==> src/rtl/multicycle_control_unit.sv <==
// RV32I multicycle control FSM: Moore datapath controls per state, 3-5 cycles per instruction.
// No backpressure; write enables and pulses are gated off while reset is high.
module multicycle_control_unit #(
    parameter int STATE_W = 4
) (
    input  logic               clock,
    input  logic               reset,
    input  logic [6:0]         opcode,
    input  logic [2:0]         funct3,
    input  logic               funct7b5,
    input  logic               zero,
    output logic               pc_write,
    output logic               adr_src,
    output logic               mem_write,
    output logic               ir_write,
    output logic [1:0]         result_src,
    output logic [1:0]         alu_src_a,
    output logic [1:0]         alu_src_b,
    output logic [1:0]         imm_src,
    output logic [2:0]         alu_control,
    output logic               reg_write,
    output logic               illegal_instr,
    output logic               instr_retire,
    output logic [STATE_W-1:0] state
);
    typedef enum logic [STATE_W-1:0] {
        FETCH    = 4'd0,
        DECODE   = 4'd1,
        MEMADR   = 4'd2,
        MEMREAD  = 4'd3,
        MEMWB    = 4'd4,
        MEMWRITE = 4'd5,
        EXECUTER = 4'd6,
        EXECUTEI = 4'd7,
        ALUWB    = 4'd8,
        BRANCH   = 4'd9,
        JAL      = 4'd10
    } state_t;

    typedef enum logic [1:0] {
        ALU_ADD   = 2'd0,
        ALU_SUB   = 2'd1,
        ALU_FUNCT = 2'd2
    } alu_op_t;

    localparam logic [6:0] OP_LOAD   = 7'b0000011;
    localparam logic [6:0] OP_STORE  = 7'b0100011;
    localparam logic [6:0] OP_RTYPE  = 7'b0110011;
    localparam logic [6:0] OP_ITYPE  = 7'b0010011;
    localparam logic [6:0] OP_BRANCH = 7'b1100011;
    localparam logic [6:0] OP_JAL    = 7'b1101111;

    state_t  state_q, state_d;
    alu_op_t alu_op;
    logic    pc_update, branch, take;
    logic    ir_write_c, mem_write_c, reg_write_c, illegal_c, retire_c;

    always_ff @(posedge clock or posedge reset) begin
        if (reset) state_q <= FETCH;
        else       state_q <= state_d;
    end

    always_comb begin
        state_d     = FETCH;
        adr_src     = 1'b0;
        ir_write_c  = 1'b0;
        alu_src_a   = 2'b00;
        alu_src_b   = 2'b00;
        result_src  = 2'b00;
        alu_op      = ALU_ADD;
        pc_update   = 1'b0;
        branch      = 1'b0;
        mem_write_c = 1'b0;
        reg_write_c = 1'b0;
        illegal_c   = 1'b0;
        retire_c    = 1'b0;
        case (state_q)
            FETCH: begin
                state_d    = DECODE;
                ir_write_c = 1'b1;
                alu_src_b  = 2'b10;
                result_src = 2'b10;
                pc_update  = 1'b1;
            end
            DECODE: begin
                // ALU precomputes OldPC + imm so a branch target sits in ALUOut
                alu_src_a = 2'b01;
                alu_src_b = 2'b01;
                case (opcode)
                    OP_LOAD, OP_STORE: state_d = MEMADR;
                    OP_RTYPE:          state_d = EXECUTER;
                    OP_ITYPE:          state_d = EXECUTEI;
                    OP_BRANCH:         state_d = BRANCH;
                    OP_JAL:            state_d = JAL;
                    default: begin
                        state_d   = FETCH;
                        illegal_c = 1'b1;
                    end
                endcase
            end
            MEMADR: begin
                alu_src_a = 2'b10;
                alu_src_b = 2'b01;
                state_d   = (opcode == OP_LOAD) ? MEMREAD : MEMWRITE;
            end
            MEMREAD: begin
                adr_src = 1'b1;
                state_d = MEMWB;
            end
            MEMWB: begin
                result_src  = 2'b01;
                reg_write_c = 1'b1;
                retire_c    = 1'b1;
            end
            MEMWRITE: begin
                adr_src     = 1'b1;
                mem_write_c = 1'b1;
                retire_c    = 1'b1;
            end
            EXECUTER: begin
                alu_src_a = 2'b10;
                alu_op    = ALU_FUNCT;
                state_d   = ALUWB;
            end
            EXECUTEI: begin
                alu_src_a = 2'b10;
                alu_src_b = 2'b01;
                alu_op    = ALU_FUNCT;
                state_d   = ALUWB;
            end
            ALUWB: begin
                reg_write_c = 1'b1;
                retire_c    = 1'b1;
            end
            BRANCH: begin
                alu_src_a = 2'b10;
                alu_op    = ALU_SUB;
                branch    = 1'b1;
                retire_c  = 1'b1;
            end
            JAL: begin
                alu_src_a = 2'b01;
                alu_src_b = 2'b10;
                pc_update = 1'b1;
                state_d   = ALUWB;
            end
            default: state_d = FETCH;
        endcase
    end

    always_comb begin
        case (opcode)
            OP_STORE:  imm_src = 2'b01;
            OP_BRANCH: imm_src = 2'b10;
            OP_JAL:    imm_src = 2'b11;
            default:   imm_src = 2'b00;
        endcase
    end

    always_comb begin
        alu_control = 3'b000;
        case (alu_op)
            ALU_SUB: alu_control = 3'b001;
            ALU_FUNCT: begin
                case (funct3)
                    // only R-type (opcode[5]=1) can subtract; addi always adds
                    3'b000:  alu_control = (opcode[5] & funct7b5) ? 3'b001 : 3'b000;
                    3'b010:  alu_control = 3'b101;
                    3'b100:  alu_control = 3'b100;
                    3'b110:  alu_control = 3'b011;
                    3'b111:  alu_control = 3'b010;
                    default: alu_control = 3'b000;
                endcase
            end
            default: alu_control = 3'b000;
        endcase
    end

    always_comb begin
        case (funct3)
            3'b000:  take = zero;
            3'b001:  take = ~zero;
            default: take = 1'b0;
        endcase
    end

    assign pc_write      = ~reset & (pc_update | (branch & take));
    assign ir_write      = ~reset & ir_write_c;
    assign mem_write     = ~reset & mem_write_c;
    assign reg_write     = ~reset & reg_write_c;
    assign illegal_instr = ~reset & illegal_c;
    assign instr_retire  = ~reset & retire_c;
    assign state         = state_q;
endmodule

==> config.mk <==
export PLATFORM = sky130hd
export DESIGN_NAME = multicycle_control_unit
export DESIGN_NICKNAME = d
export VERILOG_FILES = /design/src/rtl/multicycle_control_unit.sv
export SDC_FILE = /design/constraint.sdc
export NUM_CORES = 1
export LEC_CHECK = 0
export BUFFER_PORTS_ARGS = -buffer_cell sky130_fd_sc_hd__buf_4
export CORE_MARGIN = 2
export CORE_UTILIZATION = 28
export DETAILED_ROUTE_END_ITERATION = 8
export HOLD_SLACK_MARGIN = 0.02
export MAX_ROUTING_LAYER = met4
export PLACE_DENSITY = 0.63
export RECOVER_POWER = 100
export SYNTH_ARGS = -nofsm -noshare
export SYNTH_HDL_FRONTEND = slang
export SYNTH_SLANG_ARGS = --single-unit
==> constraint.sdc <==
create_clock -name clock -period 5.1 [get_ports clock]
set_clock_uncertainty 0.15 [all_clocks]
set_input_delay 0.51 -clock clock [delete_from_list [all_inputs] [get_ports clock]]
set_output_delay 0.51 -clock clock [all_outputs]
set_load 0.02 [all_outputs]
# Word-level counts from Yosys, hierarchy flattened
# Cells that the tools add are included.
# Widths: inputs -> output; s select.
# classes
n_eq_ne	23
bitwise_logic	11
n_mux	21
reduce_logical	13
# op_table
operator	count
$pmux 4 s5	2
$eq 4x3->1 const B	4
$pmux 2 s2	4
$pmux 3 s5	1
$eq 7x6->1 const B	2
$eq 7x7->1 const B	2
$eq 4x4->1 const B	3
$reduce_or 2->1	6
$mux 1	10
$eq 3x3->1 const B	3
$and 1x1->1	8
$eq 4x2->1 const B	2
$reduce_or 4->1	2
$eq 7x2->1 const B	1
$eq 7x5->1 const B	1
$pmux 2 s3	1
$pmux 3 s2	1
$reduce_or 3->1	2
$reduce_or 6->1	1
$eq 4x1->1 const B	1
$logic_not 4->1	1
$eq 3x1->1 const B	1
$eq 3x2->1 const B	1
$logic_not 3->1	1
other kinds (6)	7
# word_totals
output_inout_bits	22
register_bits	4
in_bits	14
wordCells	69

# Logic depth before layout (Yosys ltp)
# Gate-level depths: netlist of run 1.
# logic_depth
word_depth	5
depth_mapped	8
ltp_nobuf	7

# Worst setup path after synthesis of run 1
# OpenSTA, ideal clock, no wires.
# synth_timing
path_type	flip-flop to output port
start	register state_q[2] (netlist: state[2])
end	output port alu_control[0]
slack_ns	2.540
stages_incl_launch_ff	9
required_ns	4.440
arrival_time_ns	1.900
n_path_buf	1
path_cell_list	dfrtp_1 clkbuf_1 nor2b_1 nand2_1 inv_1 ha_1 nor2b_1 o21ai_1 a21oi_1
# synth_via
elab_chain_len	5
elab_cells_between_ends	8
classes_between	eq/ne (5); mux (2); reduce/logical (1)
# synth_lines
item	line_no	rtl
start, declared	53	state_t state_q, state_d;
start signal, assigned	60	else state_q <= state_d;
$eq 4x3->1	77	case (state_q)
$reduce_or 2->1 (no line)	n/a	
$pmux 2 s2 (*)	77	
$eq 2x2->1 or $eq 2x1->1 (tied branches)	162	case (alu_op)
$pmux 3 s2 (*)	162	
end, declared	20	output logic [2:0] alu_control,
# Mark *: on every way between the ends. The rest lies on a longest branch, timed or not.

# Final worst setup path of run 1
# Ends and elaborated chain as after synthesis.

==> metrics.md, run 1 <==
| Metric | Value |
|---|---|
| Status | `completed` |
| Total gr overflow | `0` |
| Initial core utilization | `29.6%` |
| Die height | `49.5 um` |
| Setup violators final | `0` |
| Max FO, Critical Path | `13` |
| Leak | `0.343 nW` |
| Clock latency on the worst-skew pair | `0.22 ns` |
| Max Cap Viol | `0` |
| GRT Overall Usage | `13.4%` |
| Met3 Use GR | `3.03%` |
| Sequential share of the synthesized area | `17.2%` |
| Fillers | `243` |
| Period utilization | `53.8%` |
| Routed length per placed instance | `12.1 um` |
| Cts bufs inserted | `3` |
| RSZ-0062 raised after global routing | `no` |
| Top FF cell, synth | `dfrtp_1` |
| Post-place setup slack | `2.65 ns` |
| Layout cells sized above 1 | `16.4%` |
| Pin count of the biggest net entering global routing | `17` |
| Initial antenna violation count | `0` |
| Type of the worst min-delay path | `input pin to asynchronous set/reset pin` |
| Die area | `0.00245 mm2` |
| Final Hold Viols | `0` |
| Required time worst endpoint | `4.44 ns` |
| Vias in the first global route | `625` |
| Global route hottest layer | `met2` |
| Async set or reset register ratio after synthesis | `100%` |
| Clock Tree Buf Depth | `2` |
| # rows | `16` |
| Yosys top cell area share | `17.2%` |
| Synth area leader | `dfrtp_1` |
| Cts repair resizes | `0` |
| Fin nets | `128` |
| Post-synth cell types | `32` |
| Met2 Resource Use GR | `25.3%` |
| Setup CP Type | `register to output port` |
| Number of flip-flops under the largest register name | `4` |
| Post-Route WL | `1.66 mm` |
| Most frequent CP cell | `nor2b_1` |
| Clk sinks | `4` |
| Number of synthesized flops with an enable pin | `0` |
| Die X-Extent | `49.5 um` |
| Critical-path top delay cell | `dfrtp_1` |
| Largest cells by area after synthesis | `dfrtp_1, xnor2_1, nor2b_1` |
| GPL Wtd Cong | `0.825` |
| Yosys Warn Count | `0` |
| Boundary Pins | `36` |
| Mapped Avg Cell Area | `7.64 um2` |
| First-pass GRT wire length | `2.56 mm` |
| Final WS setup | `2.36 ns` |
| Delay of the slowest critical-path stage | `0.59 ns` |
| Critical Path End Type | `output port` |
| Post-route DRC violation count | `0` |
| Setup TNS | `0 ns` |
| TritonRoute pass-1 iters | `4` |
| Most frequent cells after synthesis | `inv_1, nor2_1, nor2b_1, nor4_1` |
| Via count of the routed design | `697` |
| Htree depth | `1` |
| # hold bufs at CTS | `0` |
| Core footprint | `0.00196 mm2` |
| Synthesized net count | `92` |
| Final min period | `2.74 ns` |
| Crit-path cells | `nor2b_1, nand2_1, inv_1, ha_1, nor2b_1, o21ai_1, a21oi_1, clkbuf_1` |
| Max VDD drop | `0.129 mV` |
| Layout area overhead | `37.3%` |
| Detail Placement HPWL | `1.33 mm` |
| Top achievable clock speed | `365 MHz` |
| Met1 usage in global routing | `13.6%` |
| Number of DRC markers in iteration 0 | `5` |
| Worst EP arrival | `2.08 ns` |
| Mapped Area | `581 um2` |
| Cells after synthesis | `76` |
| Worst-path clk slew | `0.03 ns` |
| PortBufs | `35` |
| Power per cell area | `284 mW/mm2` |
| TritonCTS clock tree | `done` |
| Antenna-violating nets left | `0` |
| Inserted Diodes | `0` |
| Design Power | `226 uW` |
| Setup crit start kind | `register` |
| Yosys reg bits | `4` |
| Slew Viols, Final | `0` |
| Worst slew margin relative to its limit | `67.3%` |
| Vias per cell | `5.09` |
| Root Driver | `clkbuf_4` |
| Tightest Pin Transition | `0.490 ns` |
| Post-CTS setup buffer count | `0` |
==> path summary, 6_finish.rpt <==
path                           start             end  slack, ns  cells past startpoint
setup / recovery            state[2]  alu_control[0]       2.36                      8
hold reg to reg             state[3]        state[0]       0.69                      3
max in group asynchronous      reset        state[0]       4.52                      2
hold / removal                 reset        state[1]       0.09                      2
min in group clock         opcode[6]        state[3]       0.52                      3
setup reg to reg            state[1]        state[1]       3.23                      3
==> layer usage <==
layer  share of wire [%]  vias to the layer above
met2                  50                       29
met4                   0                        0
met5                   0                        -
met1                  44                      318
met3                 6.1                        0
li1                    -                      350
==> report_power, final <==
| part | leakage [nW] | total [mW] | internal (mW) | switching (mW) |
|---|---|---|---|---|
| Combinational | 0.275 | 0.134 | 0.0490 | 0.0855 |
| Sequential | 0.0537 | 0.0555 | 0.0364 | 0.0191 |
| Clock | 0.0138 | 0.0363 | 0.0261 | 0.0102 |
| Total | 0.343 | 0.226 | 0.111 | 0.115 |
==> area by class of cell <==
| cell class | instances | area [um2] | share of cell area [%] |
|---|---|---|---|
| multi-input cells | 61 | 434 | 54.5 |
| repair buffers | 35 | 180 | 22.6 |
| flip-flops and latches | 4 | 100 | 12.6 |
| well taps | 27 | 33.8 | 4.24 |
| inverters | 7 | 26.3 | 3.30 |
| clock buffers | 3 | 22.5 | 2.83 |
==> critical path: cells and delay by family, from the launching register on <==
kind / cells / cell delay (ns)
flops: 1 / 0.59
buf+inv: 2 / 0.33
simple gates: 3 / 0.57
compound gates: 2 / 0.23
fa+ha+maj: 1 / 0.14
==> cell usage in the layout (no fill, tap or decap), types with 3 or more instances in the layout <==
master and count:
xor2_1 3, nor3b_1 3, buf_4 13, nor3_1 3, inv_1 5, nor2b_1 5
dfrtp_1 4, nor4_1 5, clkbuf_1 22, clkbuf_4 3, a21oi_1 4, xnor2_1 4
nor2_1 5, nand3_1 3
==> logic make-up (layout without fill, tap and decap cells) <==
family | Yosys count | count (layout) | synth area share, %
simple gates | 38 | 38 | 42.5
compound gates | 13 | 13 | 16.4
buf+inv | 11 | 45 | 7.33
xor+xnor | 7 | 7 | 10.6
flops | 4 | 4 | 17.2
fa+ha+maj | 2 | 2 | 4.31
mux | 1 | 1 | 1.72
==> metrics by stage <==
| step | area, um2 | instances | util (%) | hold slack (ns) |
|---|---|---|---|---|
| 4_1_cts | 883 | 137 | 45.0 | 0.0851 |
| 3_5_place_dp | 861 | 134 | 43.9 | 0.324 |
| 2_1_floorplan | 581 | 76 | - | 0.145 |
| 6_report | 797 | 137 | 40.6 | 0.0866 |
| 5_1_grt | 797 | 137 | 40.6 | 0.106 |
| 3_3_place_gp | 861 | 134 | 43.9 | 0.323 |
No activity file was read; power rests on OpenSTA's default activity.
==> inputs of run 2 (changes only) <==
PLACE_DENSITY = 0.65   (was 0.63)
clock period = 2.44 ns   (was 5.1 ns; I/O delays follow)
==> metrics.md, run 2 (synthesized netlist as in run 1, its figures left out) <==
| Metric | Value |
|---|---|
| Number of DRC markers in iteration 0 | `11 (was 5)` |
| Max VDD drop | `0.213 mV (was 0.129 mV)` |
| TritonRoute pass-1 iters | `4 (unchanged)` |
| Worst-path clk slew | `0.04 ns (was 0.03 ns)` |
| Post-place setup slack | `0.282 ns (was 2.65 ns)` |
| Pin count of the biggest net entering global routing | `14 (was 17)` |
| Logic gate share of total power | `65.2% (was 59.4%)` |
| Die X-Extent | `49.5 um (unchanged)` |
| Final min period | `2.27 ns` |
| Antenna-violating nets left | `0 (unchanged)` |
| Top achievable clock speed | `441 MHz` |
| Type of the worst min-delay path | `input pin to register (was input pin to asynchronous set/reset pin)` |
| Setup crit start kind | `register (unchanged)` |
| Via count of the routed design | `716 (was 697)` |
| Die height | `49.5 um (unchanged)` |
| Clock latency on the worst-skew pair | `0.23 ns (was 0.22 ns)` |
| Sw Ratio | `48.6% (was 50.7%)` |
| Htree depth | `1 (unchanged)` |
| Post-Route WL | `1.76 mm (was 1.66 mm)` |
| Setup TNS | `0 ns (unchanged)` |
| Core footprint | `0.00196 mm2 (unchanged)` |
| Clock Tree Buf Depth | `2 (unchanged)` |
| Layout area overhead | `49.1% (was 37.3%)` |
| Clk sinks | `4 (unchanged)` |
| Number of flip-flops under the largest register name | `4 (unchanged)` |
| Met1 usage in global routing | `19.8% (was 13.6%)` |
| Met3 Use GR | `1.82% (was 3.03%)` |
| # rows | `16 (unchanged)` |
| Placed cell area | `883 um2 (was 861 um2)` |
| Boundary Pins | `36 (unchanged)` |
| Inserted Diodes | `0 (unchanged)` |
| Worst EP arrival | `1.87 ns (was 2.08 ns)` |
| Detail Placement HPWL | `1.35 mm (was 1.33 mm)` |
| Critical Path End Type | `output port (unchanged)` |
| Final WS setup | `0.172 ns (was 2.36 ns)` |
| Tightest Pin Transition | `0.416 ns (was 0.490 ns)` |
| Initial antenna violation count | `0 (unchanged)` |
| Leak | `0.387 nW (was 0.343 nW)` |
| Fin nets | `134 (was 128)` |
| Final Hold Viols | `0 (unchanged)` |
| TritonCTS clock tree | `done (unchanged)` |
| Max Cap Viol | `0 (unchanged)` |
| GPL Wtd Cong | `0.751 (was 0.825)` |
| Clk pwr share | `15.7% (was 16.1%)` |
| Global route hottest layer | `met2 (unchanged)` |
| Setup CP Type | `register to output port (unchanged)` |
| Post-route DRC violation count | `0 (unchanged)` |
| Sequential power share | `19.1% (was 24.5%)` |
| Fillers | `220 (was 243)` |
| PortBufs | `35 (unchanged)` |
| First-pass GRT wire length | `2.93 mm (was 2.56 mm)` |
| Total gr overflow | `0 (unchanged)` |
| P_sw | `247 uW (was 115 uW)` |
| Most frequent cells in the layout | `buf_4, clkbuf_1, nor4_1, nor2_1, inv_1 (was clkbuf_1, buf_4)` |
| Met2 Resource Use GR | `23.8% (was 25.3%)` |
| Cts bufs inserted | `3 (unchanged)` |
| Required time worst endpoint | `2.05 ns (was 4.44 ns)` |
| Max FO, Critical Path | `12 (was 13)` |
| Slew Viols, Final | `0 (unchanged)` |
| Period utilization | `93.0%` |
| Final instance area | `866 um2 (was 797 um2)` |
| Int Pwr | `261 uW (was 111 uW)` |
| Routed length per placed instance | `12.3 um (was 12.1 um)` |
| Commonest non-fill, non-tap cell in the layout | `buf_4 (was clkbuf_1)` |
| Design Power | `508 uW (was 226 uW)` |
| Setup violators final | `0 (unchanged)` |
| RSZ-0062 raised after global routing | `no (unchanged)` |
| Placed insts | `137 (was 134)` |
| Vias per cell | `5.01 (was 5.09)` |
| Worst slew margin relative to its limit | `72.3% (was 67.3%)` |
| Power per cell area | `586 mW/mm2 (was 284 mW/mm2)` |
| Filler-free cell count of the finished design | `143 (was 137)` |
| Root Driver | `clkbuf_4 (unchanged)` |
| Die area | `0.00245 mm2 (unchanged)` |
| GRT Overall Usage | `15.3% (was 13.4%)` |
| Initial core utilization | `29.6% (unchanged)` |
| Status | `completed (unchanged)` |
| Layout cells sized above 1 | `26.7% (was 16.4%)` |
| Vias in the first global route | `654 (was 625)` |
-- run 2: worst max-delay path, stage by stage (launching register included) --
cell	delay, ns
dfrtp_1	0.52
or4b_4	0.63
nor4_1	0.27
clkbuf_2	0.22
-- run 2: power groups by stage --
stage	registers (mW)	clock network (mW)	logic [mW]
after CTS	0.0987	0.0822	0.372
final	0.0969	0.0796	0.331
after global placement	0.0986	0	0.368
after global routing	0.0995	0.0897	0.357
after floorplan	0.101	0	0.210
after detailed placement	0.0989	0	0.369
-- run 2: metrics by stage --
step	hold slack, ns	util, %
6_report	0.239	44.1
4_1_cts	0.236	46.7
3_3_place_gp	0.0548	45.0
3_5_place_dp	0.0495	45.0
5_1_grt	0.264	44.1
2_1_floorplan	-0.121	-
-- run 2: path summary, 6_finish.rpt --
path,start,endpoint,slack [ns],cells after the start
max,state[1],illegal_instr,0.17,3
min,opcode[6],state[3],0.24,3
min reg2reg,state[2],state[2],0.55,3
max reg2reg,state[1],state[1],0.64,3
max in group asynchronous,reset,state[3],1.56,3
min in group asynchronous,reset,state[1],0.37,3
-- run 2: metal layers --
| metal | routed length, um | share of wire (%) |
|---|---|---|
| met4 | 0 | 0 |
| met1 | 812 | 46 |
| met2 | 859 | 49 |
| met3 | 92 | 5.2 |
| met5 | 0 | 0 |
-- run 2: repair_timing --
item	in CTS	in global routing
resized for setup	0	3
hold buffers	1	0
setup buffers	0	2
hold endpoints to repair	4	0
endpoints found under the setup margin	0	3
-- run 2: area by class of cell --
class	count	area, um2	share of cell area [%]
timing repair buffer	41	240	27.7
inverter	7	26.3	3.03
sequential	4	103	11.8
tap	27	33.8	3.90
multi-input combinational	61	440	50.9
clock buffer	3	22.5	2.60
==> inputs of run 3 (changes only) <==
REMOVE_ABC_BUFFERS = 1   (was unset)
clock period = 2.07 ns   (was 2.44 ns; I/O delays follow)
==> metrics.md, run 3 (synthesized netlist as in run 1, its figures left out) <==
| Metric | Value |
|---|---|
| Routed wl met3 | `106 um (was 92 um)` |
| # rows | `16 (unchanged)` |
| Die area | `0.00245 mm2 (unchanged)` |
| Slew Viols, Final | `0 (unchanged)` |
| Period utilization | `99.2%` |
| Max VDD drop | `0.415 mV (was 0.213 mV)` |
| Pin count of the biggest net entering global routing | `10 (was 14)` |
| Worst EP arrival | `1.70 ns (was 1.87 ns)` |
| Setup CP Type | `register to output port (unchanged)` |
| FF-to-FF Start | `state[3] (was state[1])` |
| Setup violators final | `0 (unchanged)` |
| Root Driver | `clkbuf_4 (unchanged)` |
| Total gr overflow | `0 (unchanged)` |
| Die height | `49.5 um (unchanged)` |
| Boundary Pins | `36 (unchanged)` |
| Final min period | `2.05 ns` |
| Required time worst endpoint | `1.71 ns (was 2.05 ns)` |
| Post-place setup slack | `0.167 ns (was 0.282 ns)` |
| Worst-path clk slew | `0.04 ns (about the same)` |
| Placed cell area | `913 um2 (was 883 um2)` |
| Initial core utilization | `29.6% (unchanged)` |
| Clock Tree Buf Depth | `2 (unchanged)` |
| Htree depth | `1 (unchanged)` |
| Antenna-violating nets left | `0 (unchanged)` |
| Clock latency on the worst-skew pair | `0.24 ns (was 0.23 ns)` |
| Design Power | `684 uW (was 508 uW)` |
| TritonCTS clock tree | `done (unchanged)` |
| DRT met1 WL | `833 um (was 812 um)` |
| Utilization after layout | `52.0% (was 44.1%)` |
| Inserted Diodes | `0 (unchanged)` |
| Core footprint | `0.00196 mm2 (unchanged)` |
| R2r setup slk | `0.42 ns (was 0.64 ns)` |
| Routed length per placed instance | `12.8 um (was 12.3 um)` |
| Max FO, Critical Path | `7 (was 12)` |
| PortBufs | `35 (unchanged)` |
| Tightest Pin Transition | `0.366 ns (was 0.416 ns)` |
| Final instance area | `0.00102 mm2 (was 866 um2)` |
| Setup crit start kind | `register (unchanged)` |
| Met2 routed WL | `948 um (was 859 um)` |
| Max Cap Viol | `0 (unchanged)` |
| Critical Path End | `illegal_instr (unchanged)` |
| First-pass GRT wire length | `2.91 mm (was 2.93 mm)` |
| Fillers | `196 (was 220)` |
| Via count of the routed design | `768 (was 716)` |
| Power per cell area | `670 mW/mm2 (was 586 mW/mm2)` |
| Number of DRC markers in iteration 0 | `19 (was 11)` |
| Number of flip-flops under the largest register name | `4 (unchanged)` |
| Post-Route WL | `1.93 mm (was 1.76 mm)` |
| Die X-Extent | `49.5 um (unchanged)` |
| Type of the worst min-delay path | `input pin to register (unchanged)` |
| Vias in the first global route | `650 (was 654)` |
| Clk sinks | `4 (unchanged)` |
| Critical Path End Type | `output port (unchanged)` |
| Final Hold Viols | `0 (unchanged)` |
| Worst Setup SP | `state[3] (was state[1])` |
| Commonest non-fill, non-tap cell in the layout | `buf_4 (unchanged)` |
| TritonRoute pass-1 iters | `4 (unchanged)` |
| Status | `completed (unchanged)` |
| Setup TNS | `0 ns (unchanged)` |
| GPL Wtd Cong | `0.854 (was 0.751)` |
| Reg2reg end | `state[1] (unchanged)` |
| Leak | `0.492 nW (was 0.387 nW)` |
| HP Start | `opcode[6] (unchanged)` |
| Layout area overhead | `75.6% (was 49.1%)` |
| Footprint of the multi-input gates | `469 um2 (was 440 um2)` |
| Most frequent cells in the layout | `buf_4, nor2_1, inv_1 (was buf_4, clkbuf_1, nor4_1, nor2_1, inv_1)` |
| Worst slew margin relative to its limit | `75.4% (was 72.3%)` |
| Initial antenna violation count | `0 (unchanged)` |
| Post-route DRC violation count | `0 (unchanged)` |
| GRT Overall Usage | `15.3% (about the same)` |
| Reg2reg path depth | `3 (unchanged)` |
| Detail Placement HPWL | `1.47 mm (was 1.35 mm)` |
| Vias per cell | `5.09 (was 5.01)` |
| Cts bufs inserted | `3 (unchanged)` |
| Top achievable clock speed | `487 MHz` |
| Layout cells sized above 1 | `48.4% (was 26.7%)` |
| Highest metal used | `met4 (was met3)` |
| Fin nets | `142 (was 134)` |
| Final WS setup | `0.0169 ns (was 0.172 ns)` |
| Seq. cell area | `105 um2 (was 103 um2)` |
[run 3: worst min-delay path by stage]
| stage | endpoint | slack [ns] | cells after the start |
|---|---|---|---|
| 2_1_floorplan | state[0] | -0.16 | 1 |
| 3_3_place_gp | state[3] | 0.004 | 2 |
| 3_5_place_dp | state[3] | 0.01 | 2 |
| 4_1_cts | state[3] | 0.19 | 3 |
| 5_1_grt | state[0] | 0.22 | 3 |
| 6_report | state[3] | 0.20 | 3 |
[run 3: worst max-delay path, stage by stage (launching register included)]
cell     delay, ns
dfrtp_2       0.45
or4b_4        0.58
nor4_4        0.24
buf_4         0.18
[run 3: timing repair]
action / 4_1_cts / 5_1_grt
endpoints found under the setup margin: 3 / 5
pin swaps: 0 / 2
endpoints found under the hold margin: 4 / 0
buffers inserted: 0 / 6
hold buffers: 1 / 0
gates resized for setup: 3 / 9
[run 3: layout make-up]
cell class	count	area share, %
repair buffers	49	35.6
clock buffers	3	2.21
multi-input cells	61	46.0
inverters	7	2.58
well taps	27	3.31
flip-flops and latches	4	10.3
[run 3: power by group]
part | leakage, nW | internal, mW | total, mW | switching, mW
Sequential | 0.0476 | 0.0925 | 0.117 | 0.0244
Combinational | 0.430 | 0.214 | 0.466 | 0.252
Clock | 0.0138 | 0.0651 | 0.101 | 0.0355
[run 3: through the flow]
stage | hold WS (ns) | cells
floorplan | -0.158 | 72
global placement | 0.00394 | 141
detailed placement | 0.00992 | 141
CTS | 0.193 | 145
global route | 0.217 | 151
finish | 0.196 | 151
[run 3: layer usage]
metal  vias to the layer above  track usage, %
li1                        374               -
met1                       359            19.2
met2                        29            23.6
met3                         6            3.33
met4                         0            6.94
met5                         -               -
